[src/rtl/apb_master_arb_if.sv]
// Request/response handshakes for both requesters plus the shared APB bus.
// The master modport is the arbiter's view; the slave modport is the environment's view.
interface apb_master_arb_if #(
  parameter int AWIDTH = 4,
  parameter int DWIDTH = 8
);
  logic              req0_valid, req0_write, req0_ready;
  logic [AWIDTH-1:0] req0_addr;
  logic [DWIDTH-1:0] req0_wdata;
  logic              resp0_valid, resp0_err;
  logic [DWIDTH-1:0] resp0_rdata;

  logic              req1_valid, req1_write, req1_ready;
  logic [AWIDTH-1:0] req1_addr;
  logic [DWIDTH-1:0] req1_wdata;
  logic              resp1_valid, resp1_err;
  logic [DWIDTH-1:0] resp1_rdata;

  logic              PSEL, PENABLE, PWRITE, PREADY, PSLVERR;
  logic [AWIDTH-1:0] PADDR;
  logic [DWIDTH-1:0] PWDATA, PRDATA;

  modport master (
    input  req0_valid, req0_write, req0_addr, req0_wdata,
    input  req1_valid, req1_write, req1_addr, req1_wdata,
    output req0_ready, resp0_valid, resp0_rdata, resp0_err,
    output req1_ready, resp1_valid, resp1_rdata, resp1_err,
    output PSEL, PENABLE, PWRITE, PADDR, PWDATA,
    input  PRDATA, PREADY, PSLVERR
  );

  modport slave (
    output req0_valid, req0_write, req0_addr, req0_wdata,
    output req1_valid, req1_write, req1_addr, req1_wdata,
    input  req0_ready, resp0_valid, resp0_rdata, resp0_err,
    input  req1_ready, resp1_valid, resp1_rdata, resp1_err,
    input  PSEL, PENABLE, PWRITE, PADDR, PWDATA,
    output PRDATA, PREADY, PSLVERR
  );
endinterface

[src/rtl/apb_master_arb.sv]
// Two-requester round-robin APB master with a PREADY watchdog.
// One transfer in flight; responses pulse back to the owning requester.
module apb_master_arb #(
  parameter int AWIDTH  = 4,
  parameter int DWIDTH  = 8,
  parameter int TIMEOUT = 15
) (
  input  logic             PCLK,
  input  logic             PRESET,
  apb_master_arb_if.master bus
);
  localparam int CW = $clog2(TIMEOUT + 1);

  typedef enum logic [1:0] {IDLE, SETUP, ACCESS} state_t;
  state_t state, state_nxt;

  logic [1:0]             vld;
  logic                   last_grant, winner, accept, owner;
  logic                   done, timeout, fin;
  logic [CW-1:0]          wait_cnt;
  logic [1:0]             resp_vld, resp_err;
  logic [1:0][DWIDTH-1:0] resp_rdata;
  logic                   psel, penable, pwrite;
  logic [AWIDTH-1:0]      paddr;
  logic [DWIDTH-1:0]      pwdata;

  assign vld    = {bus.req1_valid, bus.req0_valid};
  // Contested: the requester not granted last time; otherwise whoever is valid.
  assign winner = (vld == 2'b11) ? ~last_grant : vld[1];
  assign accept = (state == IDLE) && !PRESET && (|vld);

  assign bus.req0_ready = accept && !winner;
  assign bus.req1_ready = accept &&  winner;

  assign done    = (state == ACCESS) && bus.PREADY;
  assign timeout = (state == ACCESS) && !bus.PREADY && (wait_cnt == CW'(TIMEOUT - 1));
  assign fin     = done || timeout;

  always_ff @(posedge PCLK) begin
    if (PRESET) state <= IDLE;
    else        state <= state_nxt;
  end

  always_comb begin
    state_nxt = state;
    case (state)
      IDLE:    if (accept) state_nxt = SETUP;
      SETUP:   state_nxt = ACCESS;
      ACCESS:  if (fin) state_nxt = IDLE;
      default: state_nxt = IDLE;
    endcase
  end

  always_ff @(posedge PCLK) begin
    if (PRESET) begin
      last_grant <= 1'b1;
      owner      <= 1'b0;
      wait_cnt   <= '0;
      psel       <= 1'b0;
      penable    <= 1'b0;
      pwrite     <= 1'b0;
      paddr      <= '0;
      pwdata     <= '0;
      resp_vld   <= '0;
      resp_err   <= '0;
      resp_rdata <= '0;
    end else begin
      resp_vld <= '0;
      case (state)
        IDLE: if (accept) begin
          psel       <= 1'b1;
          pwrite     <= winner ? bus.req1_write : bus.req0_write;
          paddr      <= winner ? bus.req1_addr  : bus.req0_addr;
          pwdata     <= winner ? bus.req1_wdata : bus.req0_wdata;
          owner      <= winner;
          last_grant <= winner;
          wait_cnt   <= '0;
        end
        SETUP: penable <= 1'b1;
        ACCESS: begin
          if (fin) begin
            psel    <= 1'b0;
            penable <= 1'b0;
            pwrite  <= 1'b0;
            resp_vld[owner]   <= 1'b1;
            // Timeouts and slave errors return zero data, as do writes.
            resp_err[owner]   <= bus.PREADY ? bus.PSLVERR : 1'b1;
            resp_rdata[owner] <= (bus.PREADY && !pwrite && !bus.PSLVERR) ? bus.PRDATA : '0;
          end else begin
            wait_cnt <= wait_cnt + 1'b1;
          end
        end
        default: ;
      endcase
    end
  end

  assign bus.PSEL        = psel;
  assign bus.PENABLE     = penable;
  assign bus.PWRITE      = pwrite;
  assign bus.PADDR       = paddr;
  assign bus.PWDATA      = pwdata;
  assign bus.resp0_valid = resp_vld[0];
  assign bus.resp0_err   = resp_err[0];
  assign bus.resp0_rdata = resp_rdata[0];
  assign bus.resp1_valid = resp_vld[1];
  assign bus.resp1_err   = resp_err[1];
  assign bus.resp1_rdata = resp_rdata[1];
endmodule

[src/flat_wrapper.sv]
// flat-port wrapper written by rule: the top's interface ports become plain ports
module apb_master_arb_flat 
#(
  parameter int AWIDTH  = 4,
  parameter int DWIDTH  = 8,
  parameter int TIMEOUT = 15
)
  (PCLK, PRESET, bus_req0_valid, bus_req0_write, bus_req0_addr, bus_req0_wdata, bus_req1_valid, bus_req1_write, bus_req1_addr, bus_req1_wdata, bus_req0_ready, bus_resp0_valid, bus_resp0_rdata, bus_resp0_err, bus_req1_ready, bus_resp1_valid, bus_resp1_rdata, bus_resp1_err, bus_PSEL, bus_PENABLE, bus_PWRITE, bus_PADDR, bus_PWDATA, bus_PRDATA, bus_PREADY, bus_PSLVERR);
  apb_master_arb_if #(.AWIDTH(AWIDTH), .DWIDTH(DWIDTH)) bus_i ();
  input  logic PCLK;
  input  logic PRESET;
  input wire logic [$bits(bus_i.req0_valid)-1:0] bus_req0_valid;
  input wire logic [$bits(bus_i.req0_write)-1:0] bus_req0_write;
  input wire logic [$bits(bus_i.req0_addr)-1:0] bus_req0_addr;
  input wire logic [$bits(bus_i.req0_wdata)-1:0] bus_req0_wdata;
  input wire logic [$bits(bus_i.req1_valid)-1:0] bus_req1_valid;
  input wire logic [$bits(bus_i.req1_write)-1:0] bus_req1_write;
  input wire logic [$bits(bus_i.req1_addr)-1:0] bus_req1_addr;
  input wire logic [$bits(bus_i.req1_wdata)-1:0] bus_req1_wdata;
  output wire logic [$bits(bus_i.req0_ready)-1:0] bus_req0_ready;
  output wire logic [$bits(bus_i.resp0_valid)-1:0] bus_resp0_valid;
  output wire logic [$bits(bus_i.resp0_rdata)-1:0] bus_resp0_rdata;
  output wire logic [$bits(bus_i.resp0_err)-1:0] bus_resp0_err;
  output wire logic [$bits(bus_i.req1_ready)-1:0] bus_req1_ready;
  output wire logic [$bits(bus_i.resp1_valid)-1:0] bus_resp1_valid;
  output wire logic [$bits(bus_i.resp1_rdata)-1:0] bus_resp1_rdata;
  output wire logic [$bits(bus_i.resp1_err)-1:0] bus_resp1_err;
  output wire logic [$bits(bus_i.PSEL)-1:0] bus_PSEL;
  output wire logic [$bits(bus_i.PENABLE)-1:0] bus_PENABLE;
  output wire logic [$bits(bus_i.PWRITE)-1:0] bus_PWRITE;
  output wire logic [$bits(bus_i.PADDR)-1:0] bus_PADDR;
  output wire logic [$bits(bus_i.PWDATA)-1:0] bus_PWDATA;
  input wire logic [$bits(bus_i.PRDATA)-1:0] bus_PRDATA;
  input wire logic [$bits(bus_i.PREADY)-1:0] bus_PREADY;
  input wire logic [$bits(bus_i.PSLVERR)-1:0] bus_PSLVERR;
  assign bus_i.req0_valid = bus_req0_valid;
  assign bus_i.req0_write = bus_req0_write;
  assign bus_i.req0_addr = bus_req0_addr;
  assign bus_i.req0_wdata = bus_req0_wdata;
  assign bus_i.req1_valid = bus_req1_valid;
  assign bus_i.req1_write = bus_req1_write;
  assign bus_i.req1_addr = bus_req1_addr;
  assign bus_i.req1_wdata = bus_req1_wdata;
  assign bus_req0_ready = bus_i.req0_ready;
  assign bus_resp0_valid = bus_i.resp0_valid;
  assign bus_resp0_rdata = bus_i.resp0_rdata;
  assign bus_resp0_err = bus_i.resp0_err;
  assign bus_req1_ready = bus_i.req1_ready;
  assign bus_resp1_valid = bus_i.resp1_valid;
  assign bus_resp1_rdata = bus_i.resp1_rdata;
  assign bus_resp1_err = bus_i.resp1_err;
  assign bus_PSEL = bus_i.PSEL;
  assign bus_PENABLE = bus_i.PENABLE;
  assign bus_PWRITE = bus_i.PWRITE;
  assign bus_PADDR = bus_i.PADDR;
  assign bus_PWDATA = bus_i.PWDATA;
  assign bus_i.PRDATA = bus_PRDATA;
  assign bus_i.PREADY = bus_PREADY;
  assign bus_i.PSLVERR = bus_PSLVERR;
  apb_master_arb #(.AWIDTH(AWIDTH), .DWIDTH(DWIDTH), .TIMEOUT(TIMEOUT)) u_core (.PCLK(PCLK), .PRESET(PRESET), .bus(bus_i));
endmodule
[config.mk]
export PLATFORM = sky130hd
export DESIGN_NAME = apb_master_arb_flat
export DESIGN_NICKNAME = d
export VERILOG_FILES = /design/src/rtl/apb_master_arb_if.sv /design/src/rtl/apb_master_arb.sv /design/src/flat_wrapper.sv
export SDC_FILE = /design/constraint.sdc
export NUM_CORES = 1
export LEC_CHECK = 0
export ABC_AREA = 1
export CAP_MARGIN = 10
export CORE_MARGIN = 4
export CORE_UTILIZATION = 43
export CTS_CLUSTER_DIAMETER = 120
export DETAILED_ROUTE_END_ITERATION = 7
export GPL_TIMING_DRIVEN = 0
export PLACE_DENSITY = 0.87
export SETUP_SLACK_MARGIN = 0.4
export SKIP_LAST_GASP = 1
export SLEW_MARGIN = 30
export SYNTH_ARGS = -nofsm -noshare
export SYNTH_HDL_FRONTEND = slang
export SYNTH_SLANG_ARGS = --single-unit
[constraint.sdc]
create_clock -name PCLK -period 1.5 [get_ports PCLK]
set_input_delay 0.15 -clock PCLK [delete_from_list [all_inputs] [get_ports PCLK]]
set_output_delay 0.15 -clock PCLK [all_outputs]
set_load 0.01 [all_outputs]
Word level (Yosys, flattened, before mapping)
Cells that the tools add are included.
Word-level totals
  register bits: 43
  input bits: 40
  output and inout port bits: 37
Cells by class
  add/subtract/negate cells: 1
  $lt $le $gt $ge: 2
  equality and inequality tests: 7
  mux-type cells: 24
  bitwise operators: 3
  reductions and logical operators: 27
Operators with widths (count)
  two-way mux 8 bit: 3
  bitwise mux 16 bit: 1
  two-way mux 4 bit: 3
  logical AND 1 bit: 10
  demux 8 bit (select 1 bit): 1
  one-hot mux 4 bit (2 select lines): 1
  AND reduction 2 bit: 4
  two-way mux 1 bit: 7
  one-hot mux 1 bit (2 select lines): 3
  one-hot mux 2 bit (3 select lines): 1
  AND reduction 3 bit: 2
  zero test 1 bit: 5
  adder 4 x 1 -> 4 bit, second input constant: 1
  equality test 2 bit, second input constant: 2
  equality test 4 bit, second input constant: 1
  two-way mux 2 bit: 2
  inequality test 2 x 1 -> 1 bit, second input constant: 2
  nonzero test 2 bit: 2
  NOT 1 bit: 3
  OR reduction 3 bit: 1
  bitwise mux 2 bit: 1
  equality test 2 x 1 -> 1 bit, second input constant: 1
  zero test 2 bit: 1
  less-than comparator 1 x 2 -> 1 bit, second input constant: 1
  other kinds (5): 5

Logic depth before layout (Yosys ltp)
  word-level depth: 6
  gate-level depth with buffers: 9
  gate-level depth less buffers: 9

Worst setup path before layout
Ideal clock, no wire load.
  path kind: reg-to-reg
  start point: reg u_core.wait_cnt[0]
  end point: reg u_core.wait_cnt[1]
  setup time: 68 ps
  arrival time: 1115 ps
  data required time: 1432 ps
  setup slack: 317 ps
  stages on the path, launching flop included: 7
  clock period less this slack: 1183 ps
  path through: dfxtp_1 inv_1 ha_1 nand3_2 nand3_1 or2_0 a21oi_2
Between the ends
  cells in the longest elaborated chain, start to end: 5
Ends and longest elaborated chain
  start: declaration: RTL line apb_master_arb.sv:20  | logic [CW-1:0] wait_cnt;
  start signal: assignment: RTL line apb_master_arb.sv:90  | wait_cnt <= wait_cnt + 1'b1;
  parallel branches: the longest is 5 deep, another holds adder 4 x 1 -> 4 bit
Several ways; the timed one is not identified. The select of a mux whose other input is x is not followed.
A chain may end at the register's enable or synchronous reset.

Final worst setup path
  start point: reg u_core.state[1]
  end point: out bus_req0_ready
Between the ends
  cells in the longest elaborated chain, start to end: 4
Ends and longest elaborated chain
  start: declaration: RTL line apb_master_arb.sv:15  | state_t state, state_nxt;
  start signal: assignment: RTL line apb_master_arb.sv:41  | else state <= state_nxt;
  zero test 2 bit: RTL line apb_master_arb.sv:30  | assign accept = (state == IDLE) && !PRESET && (|vld);
  logical AND 1 bit (2 in a row): RTL line apb_master_arb.sv:30
  logical AND 1 bit: RTL line apb_master_arb.sv:32  | assign bus.req0_ready = accept && !winner;
  end: declaration: RTL line flat_wrapper.sv:20  | output wire logic [$bits(bus_i.req0_ready)-1:0] bus_req0_ready;
No other way between the ends.

==> metrics <==
RePlAce Congestion=0.826; Top Family by Delay on Critical Path=flip-flops; first-pass GRT wire length=between 8 and 9 mm; part of the cycle the worst path needs=~90%; cell count after synthesis=about 280; Cells after DPL=404; Setup Viol. Count Final=0; R2R Path Start=u_core.wait_cnt[0]; Clock transition at path regs=0.08 ns; Crit Path Class=flop to primary output; register share of total power=between 40% and 50%; critical path's most frequent cell=nor2_4; DR WL/cell=between 10 and 15 um; syn avg cell area=roughly 7 um2; share of cells above drive strength 1=between 30 and 40%; Post-Layout Cell Count=around 440; I/O Buffers=75; Syn. warnings=0; hold path cells=2; FFs w/ async S/R, synth=0%; # clock sinks=43; crit path max-delay cell type=dfxtp_2; Synth cell types=24; # Max-Cap Violations=0; Synth Cell Area=0.00195 mm2; Tot Pwr=around 2.6 mW; Placement Rows=24; CP max stage delay=between 0.3 and 0.4 ns; hold_buf cts=0; Syn Nets=between 300 and 400; critical path fanouts, max=4; ANT nets after route=0; Worst Hold Class=input port to flop; Yosys reg bits=43; switching power total=~0.75 mW; Crit. End Element=primary output; required time worst endpoint=1.35 ns; sequential area share after synthesis=between 40% and 50%; core box area=roughly 0.0044 mm2; Worst Skew=0.00338 ns; Power Internal=1.83 mW; Slew @ Worst Pin=0.621 ns; H-tree levels=2; DIE HEIGHT=around 75 um; most common cell in the netlist=nand2_1; fin crit period=between 1 and 1.5 ns; Final Max Slew Viols=0; routed via count=about 2,100; Worst setup SP type=flop; Final Hold Viols=0; Peak Freq=~740 MHz; Yosys top cell area share=about 44%; Clk Latency, worst-skew pair=0.30 ns; initial core utilization=44.5%; number of flops mapped to enable cells by yosys=0; status=completed; combinational cell fraction of total power=approximately 24%; clock share of power=28.4%; CTS tree=built; pwr/cell area=around 780 mW/mm2; R2R depth=8; DR DRC count=0; Reg2Reg Setup Slack=~0.18 ns; WL final=~6.1 mm; ranking of synthesized cells by area=dfxtp_1, nand2_1, a21oi_1; Inserted Clock Buffers=5; overall routing resource usage=roughly 20%; Remaining Overflow, GRT=0; Sw Share=between 20% and 30%; Critical Path, Cell by Cell=nor2_4 -> nand3_4 -> buf_8 -> nor2_4 -> buf_2; Leak=1.48 nW; RSZ-0062 raised after global routing=true; Worst VDD drop=between 0.0004 and 0.0005 V; antenna violations before repair=0; Arrival @ worst endpoint=~1.2 ns; Layout area overhead=69.7%; Slew Limit Headroom=just under 60%; Final HPWL DP=roughly 3.7 mm; number of DRC markers in iteration 0=between 80 and 90; Die ar.=around 0.0057 mm2; drt first pass iters=4; CTS Buffer Depth=2; hold path start=PRESET; top_reg_cell synth=dfxtp_1; Synth area leader=dfxtp_1; Ports=77; diodes inserted=0; reg2reg end=u_core.bus.resp1_rdata[1]; synth cell count leaders=nand2_1, dfxtp_1, a21oi_1; largest net degree at the start of global routing=14; Crit path buffers/inverters=2; Worst Hold Endpoint=u_core.bus.PENABLE; vias in the first global route=2,115; number of vias per cell=roughly 4.9; clock root buffer=clkbuf_8; Die W=approximately 75 um; Total Nets Final=424
-- repair_timing --
action | CTS | global route
buffers inserted | 13 | 5
endpoints found under the setup margin | 73 | 57
cloned | 3 | 2
resized for setup | 87 | 60
pin swaps | 12 | 15
hold endpoints to repair | 0 | 0
-- power by group through the flow --
stage,sequential (mW),combinational (mW),clock [mW]
after floorplan,1.26,0.235,0
after global placement,1.25,0.475,0
after detailed placement,1.25,0.486,0
after CTS,1.22,0.541,0.735
after global routing,1.23,0.679,0.781
final,1.22,0.627,0.734
-- worst reg2reg max path, cell delays in order (launching register included) --
cell and delay (ns):
dfxtp_2 0.33, inv_2 0.07, ha_4 0.14, nand3_4 0.09
nand2_4 0.13, nand3_4 0.13, buf_6 0.17, nand2_1 0.07
a21oi_2 0.06
-- per-layer routing --
layer | vias to the layer above | track usage (%) | share of wire, %
li1 | 1055 | - | -
met1 | 978 | 21.6 | 37
met2 | 92 | 36.7 | 53
met3 | 5 | 7.12 | 9.6
met4 | 0 | 7.38 | 1.0
met5 | - | 0 | 0
-- final cells by class --
cell class,instances,area (um2)
inverters,31,136
clock inverters,2,12.5
fillers,329,1070
clock buffers,6,72.6
repair inverters,1,7.51
repair buffers,97,940
well taps,52,65.1
flip-flops and latches,43,873
plain buffers,10,98.8
multi-input cells,193,1100
-- cell families (layout without fill, tap and decap cells) --
kind of cell	Yosys count	in the layout	synth area share, %
AOI/OAI and AO/OA	39	39	12.1
buffers and inverters	41	147	10.1
adders and majority gates	2	2	1.28
DFF	43	43	44.1
and+or+nand+nor	152	152	32.4
-- through the flow --
| stage | hold WS, ns | cell area (um2) | setup TNS (ns) | utilization [%] | worst slack (ns) |
|---|---|---|---|---|---|
| floorplan | 0.310 | 1980 | 0 | - | 0.339 |
| global placement | 0.373 | 2790 | -0.791 | 63.7 | -0.439 |
| detailed placement | 0.381 | 2790 | -0.844 | 63.7 | -0.449 |
| CTS | 0.0615 | 3100 | 0 | 70.6 | 0.140 |
| global route | 0.0642 | 3310 | 0 | 75.5 | 0.0974 |
| finish | 0.0622 | 3310 | 0 | 75.5 | 0.148 |
-- cell usage in the layout (no fill, tap or decap), types with 3 or more instances in the layout --
master	synthesis	routed
dlygate4sd2_1	0	23
nand3_4	1	5
inv_4	2	4
nand2_2	3	21
a21oi_2	9	18
buf_6	4	15
inv_1	26	23
a21oi_1	27	18
clkdlybuf4s15_1	0	11
clkdlybuf4s50_1	0	36
nand3_1	5	4
clkbuf_8	0	5
clkbuf_1	2	3
buf_4	1	11
nor2_1	17	12
nor2_4	1	5
nand2_4	0	6
dfxtp_1	43	37
nand2_1	119	95
dfxtp_2	0	4
-- sequential cells by signal, summed over array words and instances, names as in the netlist, 2 cells and up --
signal / cells
u_core.bus.resp1_rdata: 8
u_core.resp_err: 2
u_core.bus.resp0_rdata: 8
u_core.wait_cnt: 4
u_core.state: 2
u_core.bus.PWDATA: 8
u_core.resp_vld: 2
u_core.bus.PADDR: 4
-- worst max-delay path by stage --
| stage | from | to | slack [ns] | cells after the start |
|---|---|---|---|---|
| global placement | bus_req0_valid | bus_req0_ready | -0.44 | 7 |
| CTS | bus_req1_valid | bus_req0_ready | 0.14 | 7 |
| global route | u_core.state[1] | bus_req0_ready | 0.1 | 5 |
| finish | u_core.state[1] | bus_req0_ready | 0.15 | 5 |
| detailed placement | bus_req0_valid | bus_req0_ready | -0.45 | 7 |
| floorplan | u_core.wait_cnt[0] | u_core.bus.resp0_rdata[0] | 0.34 | 9 |
(Power assumes the default switching activity.)
